### config.mk
export PLATFORM = sky130hd
export DESIGN_NAME = gate_truth_table_engine
export DESIGN_NICKNAME = d
export VERILOG_FILES = /design/src/rtl/gate_truth_table_engine.sv
export SDC_FILE = /design/constraint.sdc
export NUM_CORES = 1
export LEC_CHECK = 0
export BUFFER_PORTS_ARGS = -buffer_cell sky130_fd_sc_hd__buf_4
export CORE_MARGIN = 2
export CORE_UTILIZATION = 42
export DETAILED_ROUTE_END_ITERATION = 10
export PLACE_DENSITY = 0.72
export SKIP_LAST_GASP = 1
export SLEW_MARGIN = 10
export SYNTH_ARGS = -nofsm -noshare
export SYNTH_HDL_FRONTEND = slang
export SYNTH_SLANG_ARGS = --single-unit
### constraint.sdc
create_clock -name clk -period 2.2 [get_ports clk]
set_input_delay 0.66 -clock clk [delete_from_list [all_inputs] [get_ports clk]]
set_output_delay 0.66 -clock clk [all_outputs]
set_load 0.01 [all_outputs]
### src/rtl/gate_truth_table_engine.sv
// gate_truth_table_engine: sweeps all 2^N inputs of a selectable gate, streaming rows and accumulating the truth table
module gate_truth_table_engine #(
  parameter int N = 2
) (
  input  logic                clk,
  input  logic                rst_n,
  input  logic                start,
  input  logic [2:0]          mode,
  input  logic                row_ready,
  output logic                row_valid,
  output logic [N-1:0]        row_in,
  output logic                row_y,
  output logic                busy,
  output logic                done,
  output logic [(1<<N)-1:0]   truth_table,
  output logic [N:0]          ones_count
);
  typedef enum logic [1:0] {IDLE, RUN, DONE} state_t;
  state_t state, state_nx;
  logic [N-1:0] idx;
  logic [2:0] mode_q;
  logic y, fire, last;
  always_comb begin
    y = 1'b0;
    case (mode_q)
      3'd0: y = &idx;
      3'd1: y = |idx;
      3'd2: y = ~&idx;
      3'd3: y = ~|idx;
      3'd4: y = ^idx;
      3'd5: y = ~^idx;
      3'd6: y = idx[0];
      default: y = ~idx[0];
    endcase
  end
  assign fire = (state == RUN) && row_ready;
  assign last = (idx == {N{1'b1}});
  always_comb begin
    state_nx = state;
    case (state)
      IDLE: state_nx = start ? RUN : IDLE;
      RUN:  state_nx = (fire && last) ? DONE : RUN;
      default: state_nx = IDLE;
    endcase
  end
  always_ff @(posedge clk or negedge rst_n)
    if (!rst_n) state <= IDLE;
    else state <= state_nx;
  // The terminal row is checked before incrementing, so idx never wraps.
  always_ff @(posedge clk or negedge rst_n) begin
    if (!rst_n) begin
      idx <= '0;
      mode_q <= 3'd0;
      truth_table <= '0;
      ones_count <= '0;
    end else if (state == IDLE && start) begin
      idx <= '0;
      mode_q <= mode;
      truth_table <= '0;
      ones_count <= '0;
    end else if (fire) begin
      truth_table[idx] <= y;
      ones_count <= ones_count + {{N{1'b0}}, y};
      if (!last) idx <= idx + 1'b1;
    end
  end
  assign row_valid = (state == RUN);
  assign row_in = row_valid ? idx : '0;
  assign row_y = row_valid & y;
  assign busy = (state != IDLE);
  assign done = (state == DONE);
endmodule

==> qor.yml, run 1 <==
hold_viol_final: 0
cp_max_fo: 3
cts.sinks: 14
num_rows: 15
synth_cell_type_count: 33
crit_path_start_kind: "register"
power_mw: 1.82
grt_max_degree: 15
rsz0062_at_grt: "yes"
fp.coreArea_mm2: 0.00175
route.vias.total: 656
synth_nets: 87
synth.area.top_cells: "dfrtp_1 (44%), ha_1 (9.4%), nand2_1 (3.8%)"
cts_hold_buf: 0
critical_path_arrival_ns: 1.82
mostFrequentLayoutCell: "buf_4"
seq_area_um2: 350
peakVddDrop_uv: 754
die_y_um: 47.5
cp_data_required_time_ns: 1.54
port_buffers: 19
max_cap_viol_count: 0
slew_violations: 0
worst_slew_pin_slew_ns: 0.200
die_w_um: 47.5
power.density_mw_per_mm2: 1640
gr-usage-all-layers_pct: 17.7
drt_iter0_markers: 16
r2r_slack_ns: -0.14
fmax_mhz: 403
multi_input_area_um2: 443
setup_violations: 3
fin_crit_sh_pct: 113
critPathLaunch: "idx[1]"
wl_mm: 1.79
hold_ws_ns: 0.217
fin_ws_ns: -0.284
clockBufferDepth: 2
outcome: "finished with violations"
avgSynthCellArea_um2: 10.7
slew_headroom_pct: 86.6
drive_gt1_share_pct: 56.6
synth_seq_cells: 14
seq_area_frac_synth_pct: 44.1
grt_overflow: 0
worst_r2r_endpoint: "ones_count[2]"
clk_pin_slew_ns: 0.08
synth_edf_count: 0
synthArstFlopShare_pct: 100
hp-class: "input port to async pin"
routedWlPerCell_um: 13.7
cts_buffers: 3
antenna_found_initial: 0
clkLatencyLatePin_ns: 0.28
path_class: "register to primary output"
htreeDepth: 1
final_cell_mix: "buf_4 (31), dfrtp_1 (14), nand2_1 (8)"
reg2reg_depth: 13
firstDrtPassIters: 4
clockRootBuffer: "clkbuf_4"
leakage_nw: 0.532
placed_area_um2: 987
timing.rr.start: "idx[1]"
synth_ff_type: "dfrtp_1"
vias_per_cell: 5.01
gp_routability_congestion: 0.916
syn-cell-area_um2: 795
violations: "negative setup slack"
synth_area_leader_cell: "dfrtp_1"
syn-instance-count: 74
yosys_warnings: 0
clock_skew_ns: 0.00430
die-area_mm2: 0.00226
fin_nets: 121
end_kind: "primary output"
drtAntennaViolNets: 0
diodes: 0
synth_top_area_share_pct: 44.1
cts_tree: "done"
grt_pass1_vias: 563
setup_tns_ns: -0.527
ios: 20
grt_pass1_wl_mm: 2.64
dp_hpwl_mm: 1.21
stdcell_area_mm2: 0.00111
fin_crit_ns: 2.48
drc: 0
start_util_pct: 45.5
syn2layout_area_growth_pct: 39.7
fillers: 145
==> per-stage QoR <==
step           util, %  instances  setup WS (ns)
5_1_grt           63.6        131         -0.355
6_report          63.6        131         -0.284
4_1_cts           61.4        130         -0.255
2_1_floorplan        -         74         0.0180
3_5_place_dp      56.6        122        -0.0450
3_3_place_gp      56.6        122        0.00326
==> cells in the mapped netlist (2+ instances only) <==
cell type and instances:
a21oi_1 3, a21oi_2 3, a311oi_1 3, and2_2 2, dfrtp_1 14, ha_1 6, inv_1 4, mux2_2 2
nand2_1 8, nor2_1 4, o21ai_0 2, xnor2_1 2
==> per-layer routing <==
metal,global-route usage (%),vias to the layer above,routed length [µm]
met4,8.33,0,32
li1,-,319,-
met3,3.40,6,69
met5,0,-,0
met2,30.0,17,970
met1,21.5,314,719
==> cells by family after synthesis <==
logic type,Yosys count,synth area share (%)
AOI/OAI and AO/OA,15,14.5
adders and majority gates,6,9.45
buffers and inverters,8,6.61
and+or+nand+nor,25,18.0
xor gates and xnor gates,3,3.31
muxes,3,4.09
DFF,14,44.1
==> state kept, by name, indices dropped and copies added, names as in the netlist <==
register / flops
mode_q: 3
state: 2
ones_count: 3
truth_table: 4
idx: 2
==> layout make-up <==
class	instances	area share, %
Multi-Input combinational cell	52	39.9
Timing Repair Buffer	32	22.0
Tap cell	25	2.82
Clock buffer	3	2.03
Sequential cell	14	31.6
Inverter	5	1.69
==> how the worst max path moves through the flow <==
stage / endpoint / slack, ns / cells past startpoint
final: row_y / -0.28 / 7
after global routing: row_y / -0.35 / 7
after CTS: row_y / -0.25 / 7
after detailed placement: row_y / -0.05 / 7
after global placement: row_y / 0.003 / 7
after floorplan: row_y / 0.02 / 6
==> power by group <==
part	total, mW	leakage (nW)	switching (mW)	internal [mW]
clock network	0.141	0.0138	0.0778	0.0635
logic	1.21	0.342	0.518	0.694
registers	0.470	0.176	0.105	0.366
total	1.82	0.532	0.701	1.12
==> critical path, stage by stage (launching register included) <==
cell and delay, ns:
dfrtp_1 0.42, ha_2 0.20, or2_1 0.23, a211o_1 0.29
o211ai_2 0.09, inv_2 0.06, and2_4 0.15, buf_6 0.11
==> repair_timing <==
action / in CTS / in global routing
buffers inserted: 5 / 1
pin swaps: 7 / 3
gates resized for setup: 7 / 5
endpoints found under the setup margin: 2 / 4
hold endpoints to repair: 0 / 0
cloned: 0 / 0
No activity file was read; power rests on OpenSTA's default activity.
==> run 2, diff against run 1 <==
--- a/config.mk
+++ b/config.mk
@@ -6,10 +6,12 @@
 export NUM_CORES = 1
 export LEC_CHECK = 0
 export BUFFER_PORTS_ARGS = -buffer_cell sky130_fd_sc_hd__buf_4
+export CELL_PAD_IN_SITES_DETAIL_PLACEMENT = 1
+export CELL_PAD_IN_SITES_GLOBAL_PLACEMENT = 1
 export CORE_MARGIN = 2
-export CORE_UTILIZATION = 42
+export CORE_UTILIZATION = 35
 export DETAILED_ROUTE_END_ITERATION = 10
-export PLACE_DENSITY = 0.72
+export PLACE_DENSITY = 0.77
 export SKIP_LAST_GASP = 1
 export SLEW_MARGIN = 10
 export SYNTH_ARGS = -nofsm -noshare
==> qor.yml, run 2 (synthesis gave the netlist of run 1 again) <==
gp_routability_congestion: 0.752
grt_pass1_wl_mm: 3.50
gr-usage-all-layers_pct: 18.3
largest-register: "truth_table"
grt_max_degree: 15
cts.sinks: 14
drc: 0
top_regs: "truth_table: 4 flops, mode_q: 3 flops, ones_count: 3 flops"
route.vias.total: 672
slew_headroom_pct: 84.0
final_cells: 135
start_util_pct: 36.6
clock_skew_ns: 0.00147
grt_overflow: 0
dp_hpwl_mm: 1.46
hold_viol_final: 0
power_mw: 1.85
power.density_mw_per_mm2: 1630
die-area_mm2: 0.00267
critical_path_arrival_ns: 1.84
drtAntennaViolNets: 0
end_kind: "primary output"
cts_hold_buf: 0
num_rows: 17
htreeDepth: 1
reg2reg_depth: 11
die_y_um: 51.6
clockBufferDepth: 2
cts_buffers: 3
fin_nets: 122
clockRootBuffer: "clkbuf_4"
mostFrequentLayoutCell: "buf_4"
setup_violations: 1
fin_ws_ns: -0.305
fmax_mhz: 399
fp.coreArea_mm2: 0.00217
syn2layout_area_growth_pct: 43.1
outcome: "finished with violations"
violations: "negative setup slack"
cp_data_required_time_ns: 1.54
dp_cells: 125
port_buffers: 19
drive_gt1_share_pct: 57.9
max_cap_viol_count: 0
slew_violations: 0
wl_mm: 2.11
ios: 20
crit_path_start_kind: "register"
diodes: 0
cp_max_fo: 4
drt_iter0_markers: 14
largest_register_ffs: 4
path_class: "register to primary output"
rsz0062_at_grt: "yes"
hp-class: "input port to async pin"
firstDrtPassIters: 4
vias_per_cell: 4.98
clk_pin_slew_ns: 0.08
fin_crit_ns: 2.50
antenna_found_initial: 0
routedWlPerCell_um: 15.6
worst_slew_pin_slew_ns: 0.238
grt_pass1_vias: 726
peakVddDrop_uv: 753
final_cell_mix: "buf_4 (32), dfrtp_1 (14), nand2_1 (8)"
leakage_nw: 0.543
fin_crit_sh_pct: 114
clkLatencyLatePin_ns: 0.28
die_w_um: 51.6
cts_tree: "done"
-- run 2: stage by stage --
step           utilization [%]    TNS, ns  worst slack (ns)  hold slack (ns)  cell area (µm²)
3_5_place_dp              45.7    -0.0925           -0.0722            0.520              991
3_3_place_gp              45.7  -0.000601         -0.000601            0.518              991
6_report                  52.4     -0.305            -0.305            0.210             1140
2_1_floorplan                -          0            0.0180            0.364              795
5_1_grt                   52.4     -0.376            -0.376            0.209             1140
4_1_cts                   50.1     -0.319            -0.319            0.214             1090
-- run 2: report_power, final --
part	switching, mW	leakage, nW	internal, mW
sequential	0.117	0.176	0.365
combinational	0.546	0.353	0.679
clock	0.0834	0.0138	0.0636
total	0.747	0.543	1.11
-- run 2: what timing repair did --
action                                  CTS  global route
endpoints found under the setup margin    2             3
resized for setup                        11             3
gates cloned                              0             0
pin swaps                                 3             4
buffers inserted                          4             4
-- run 2: metal layers --
| metal | wire length (µm) | vias to the layer above | global-route usage, % | share of wire [%] |
|---|---|---|---|---|
| met5 | 0 | - | 0 | 0 |
| li1 | - | 320 | - | - |
| met2 | 1150 | 11 | 34.6 | 55 |
| met1 | 869 | 336 | 20.0 | 41 |
| met3 | 33 | 5 | 0.862 | 1.6 |
| met4 | 53 | 0 | 10.5 | 2.5 |
-- run 2: critical path, stage by stage, from the launching register on --
cell and delay [ns]:
dfrtp_1 0.43, ha_2 0.21, or2_1 0.23, a211o_1 0.27
o211ai_2 0.09, inv_2 0.06, and2_4 0.16, buf_6 0.11
-- run 2: layout make-up --
cell class,count,area [µm²]
Fill cell,254,1030
Multi-Input combinational cell,52,459
Sequential cell,14,350
Timing Repair Buffer,33,251
Tap cell,28,35.0
Clock buffer,3,22.5
Inverter,5,18.8
-- run 2: final timing paths --
check	start	end	slack, ns
worst min-delay path	rst_n	idx[1]	0.21
worst max register to register	idx[0]	ones_count[2]	0.10
min in group clk	truth_table[1]	truth_table[1]	0.58
worst max-delay path	idx[0]	row_y	-0.30
worst min register to register	truth_table[1]	truth_table[1]	0.58
max in group asynchronous	rst_n	truth_table[0]	1.82
==> run 3, diff against run 2 <==
--- a/config.mk
+++ b/config.mk
@@ -5,13 +5,13 @@
 export SDC_FILE = /design/constraint.sdc
 export NUM_CORES = 1
 export LEC_CHECK = 0
-export BUFFER_PORTS_ARGS = -buffer_cell sky130_fd_sc_hd__buf_4
 export CELL_PAD_IN_SITES_DETAIL_PLACEMENT = 1
 export CELL_PAD_IN_SITES_GLOBAL_PLACEMENT = 1
 export CORE_MARGIN = 2
-export CORE_UTILIZATION = 35
+export CORE_UTILIZATION = 41
 export DETAILED_ROUTE_END_ITERATION = 10
-export PLACE_DENSITY = 0.77
+export DONT_BUFFER_PORTS = 1
+export PLACE_DENSITY = 0.75
 export SKIP_LAST_GASP = 1
 export SLEW_MARGIN = 10
 export SYNTH_ARGS = -nofsm -noshare
==> qor.yml, run 3 (synthesis gave the netlist of run 1 again) <==
outcome: "finished with violations"
violations: "negative setup slack"
clk_pin_slew_ns: 0.08
cts.sinks: 14
groute.layer.met1.usage_pct: 17.6
fin_crit_sh_pct: 108
largest_register_ffs: 4
port_buffers: 0
drc: 0
critical_path_arrival_ns: 1.71
gp_routability_congestion: 0.831
slowest_stage: "dfrtp_1"
path_class: "register to primary output"
cts_buffers: 3
antenna_found_initial: 0
num_rows: 15
fin_crit_ns: 2.37
fin_nets: 96
routedWlPerCell_um: 15.7
rsz0062_at_grt: "yes"
power.density_mw_per_mm2: 1650
fp.coreArea_mm2: 0.00178
hp-class: "input port to async pin"
dp_hpwl_mm: 1.25
cp_data_required_time_ns: 1.54
setup_violations: 1
crit_path_start_kind: "register"
grt_max_degree: 15
top_regs: "truth_table: 4 flops, mode_q: 3 flops, ones_count: 3 flops"
dp_cells: 100
worst_slew_pin_slew_ns: 0.322
peakVddDrop_uv: 677
gr-usage-all-layers_pct: 16.9
leakage_nw: 0.407
cp_max_fo: 5
diodes: 0
wl_mm: 1.67
hold_ws_ns: 0.0583
htreeDepth: 1
clock_skew_ns: 0.00106
clkLatencyLatePin_ns: 0.28
timing.rr.start: "idx[1]"
stdcell_area_um2: 915
final_cell_mix: "dfrtp_1 (14), nand2_1 (8), buf_4 (7)"
clockBufferDepth: 2
firstDrtPassIters: 3
hold_viol_final: 0
end_kind: "primary output"
slowest_delay_ns: 0.44
syn2layout_area_growth_pct: 15.1
slew_violations: 0
grt_use_met3_pct: 4.91
drt_iter0_markers: 3
path_delay_family: "flip-flops"
busiest_layer: "met2"
fmax_mhz: 422
start_util_pct: 44.6
cts_hold_buf: 0
drive_gt1_share_pct: 42.0
max_cap_viol_count: 0
clockRootBuffer: "clkbuf_4"
die-area_mm2: 0.00231
die_w_um: 48.0
setup_tns_ns: -0.170
grt_pass1_wl_mm: 2.46
grt_overflow: 0
path_buf_inv: 1
drtAntennaViolNets: 0
critPathLaunch: "idx[1]"
die_y_um: 48.0
grt_use_met2_pct: 27.7
vias_per_cell: 5.37
largest-register: "truth_table"
cts_tree: "done"
placed_area_um2: 822
ios: 20
slew_headroom_pct: 78.5
path_cells: "ha_2 > or2_1 > a211o_1 > o211ai_2 > inv_2 > and2_4"
mostFrequentLayoutCell: "dfrtp_1"
route.vias.total: 569
final_cells: 106
grt_pass1_vias: 540
fin_ws_ns: -0.170
pre_cts_ws_ns: 0.0557
[run 3: cell count changes in the layout (fill, tap and decap cells not counted)]
| cell | previous run | this run |
|---|---|---|
| xnor2_1 | 1 | 2 |
| mux2i_4 | 1 | 0 |
| xnor2_2 | 1 | 0 |
| buf_6 | 1 | 0 |
| buf_4 | 32 | 7 |
| mux2i_1 | 0 | 1 |
[run 3: final timing paths]
check                           endpoint  slack [ns]  cells past startpoint
max reg2reg                ones_count[2]        0.13                     11
min                             state[1]        0.06                      0
max                                row_y       -0.17                      6
min reg2reg                    mode_q[0]        0.60                      1
min in group clk               mode_q[2]        0.49                      2
max in group asynchronous       state[0]        2.07                      0
[run 3: layer usage]
| metal | vias to the layer above | part of all wire (%) |
|---|---|---|
| li1 | 265 | - |
| met1 | 284 | 42 |
| met2 | 15 | 51 |
| met3 | 5 | 4.2 |
| met4 | 0 | 3.0 |
| met5 | - | 0 |
[run 3: power breakdown]
part / switching (mW) / total (mW) / leakage (nW) / internal [mW]
combinational: 0.414 / 0.857 / 0.217 / 0.443
clock: 0.0852 / 0.149 / 0.0138 / 0.0637
sequential: 0.133 / 0.499 / 0.176 / 0.365
total: 0.633 / 1.50 / 0.407 / 0.872
[run 3: through the flow]
stage	power [mW]	utilization, %
final	1.50	51.3
after CTS	1.47	49.6
after detailed placement	1.19	46.1
after floorplan	1.03	-
after global routing	1.62	51.3
after global placement	1.16	46.1
[run 3: timing repair]
action,in CTS,in global routing
setup buffers,3,0
gates cloned,0,0
resized for setup,5,5
endpoints found under the setup margin,1,3
pin swaps,5,7
[run 3: final cells by class]
cell class	count	area (µm²)
fill	199	868
multi-input combinational	52	439
sequential	14	350
timing repair buffer	7	52.6
tap	25	31.3
clock buffer	3	22.5
inverter	5	18.8
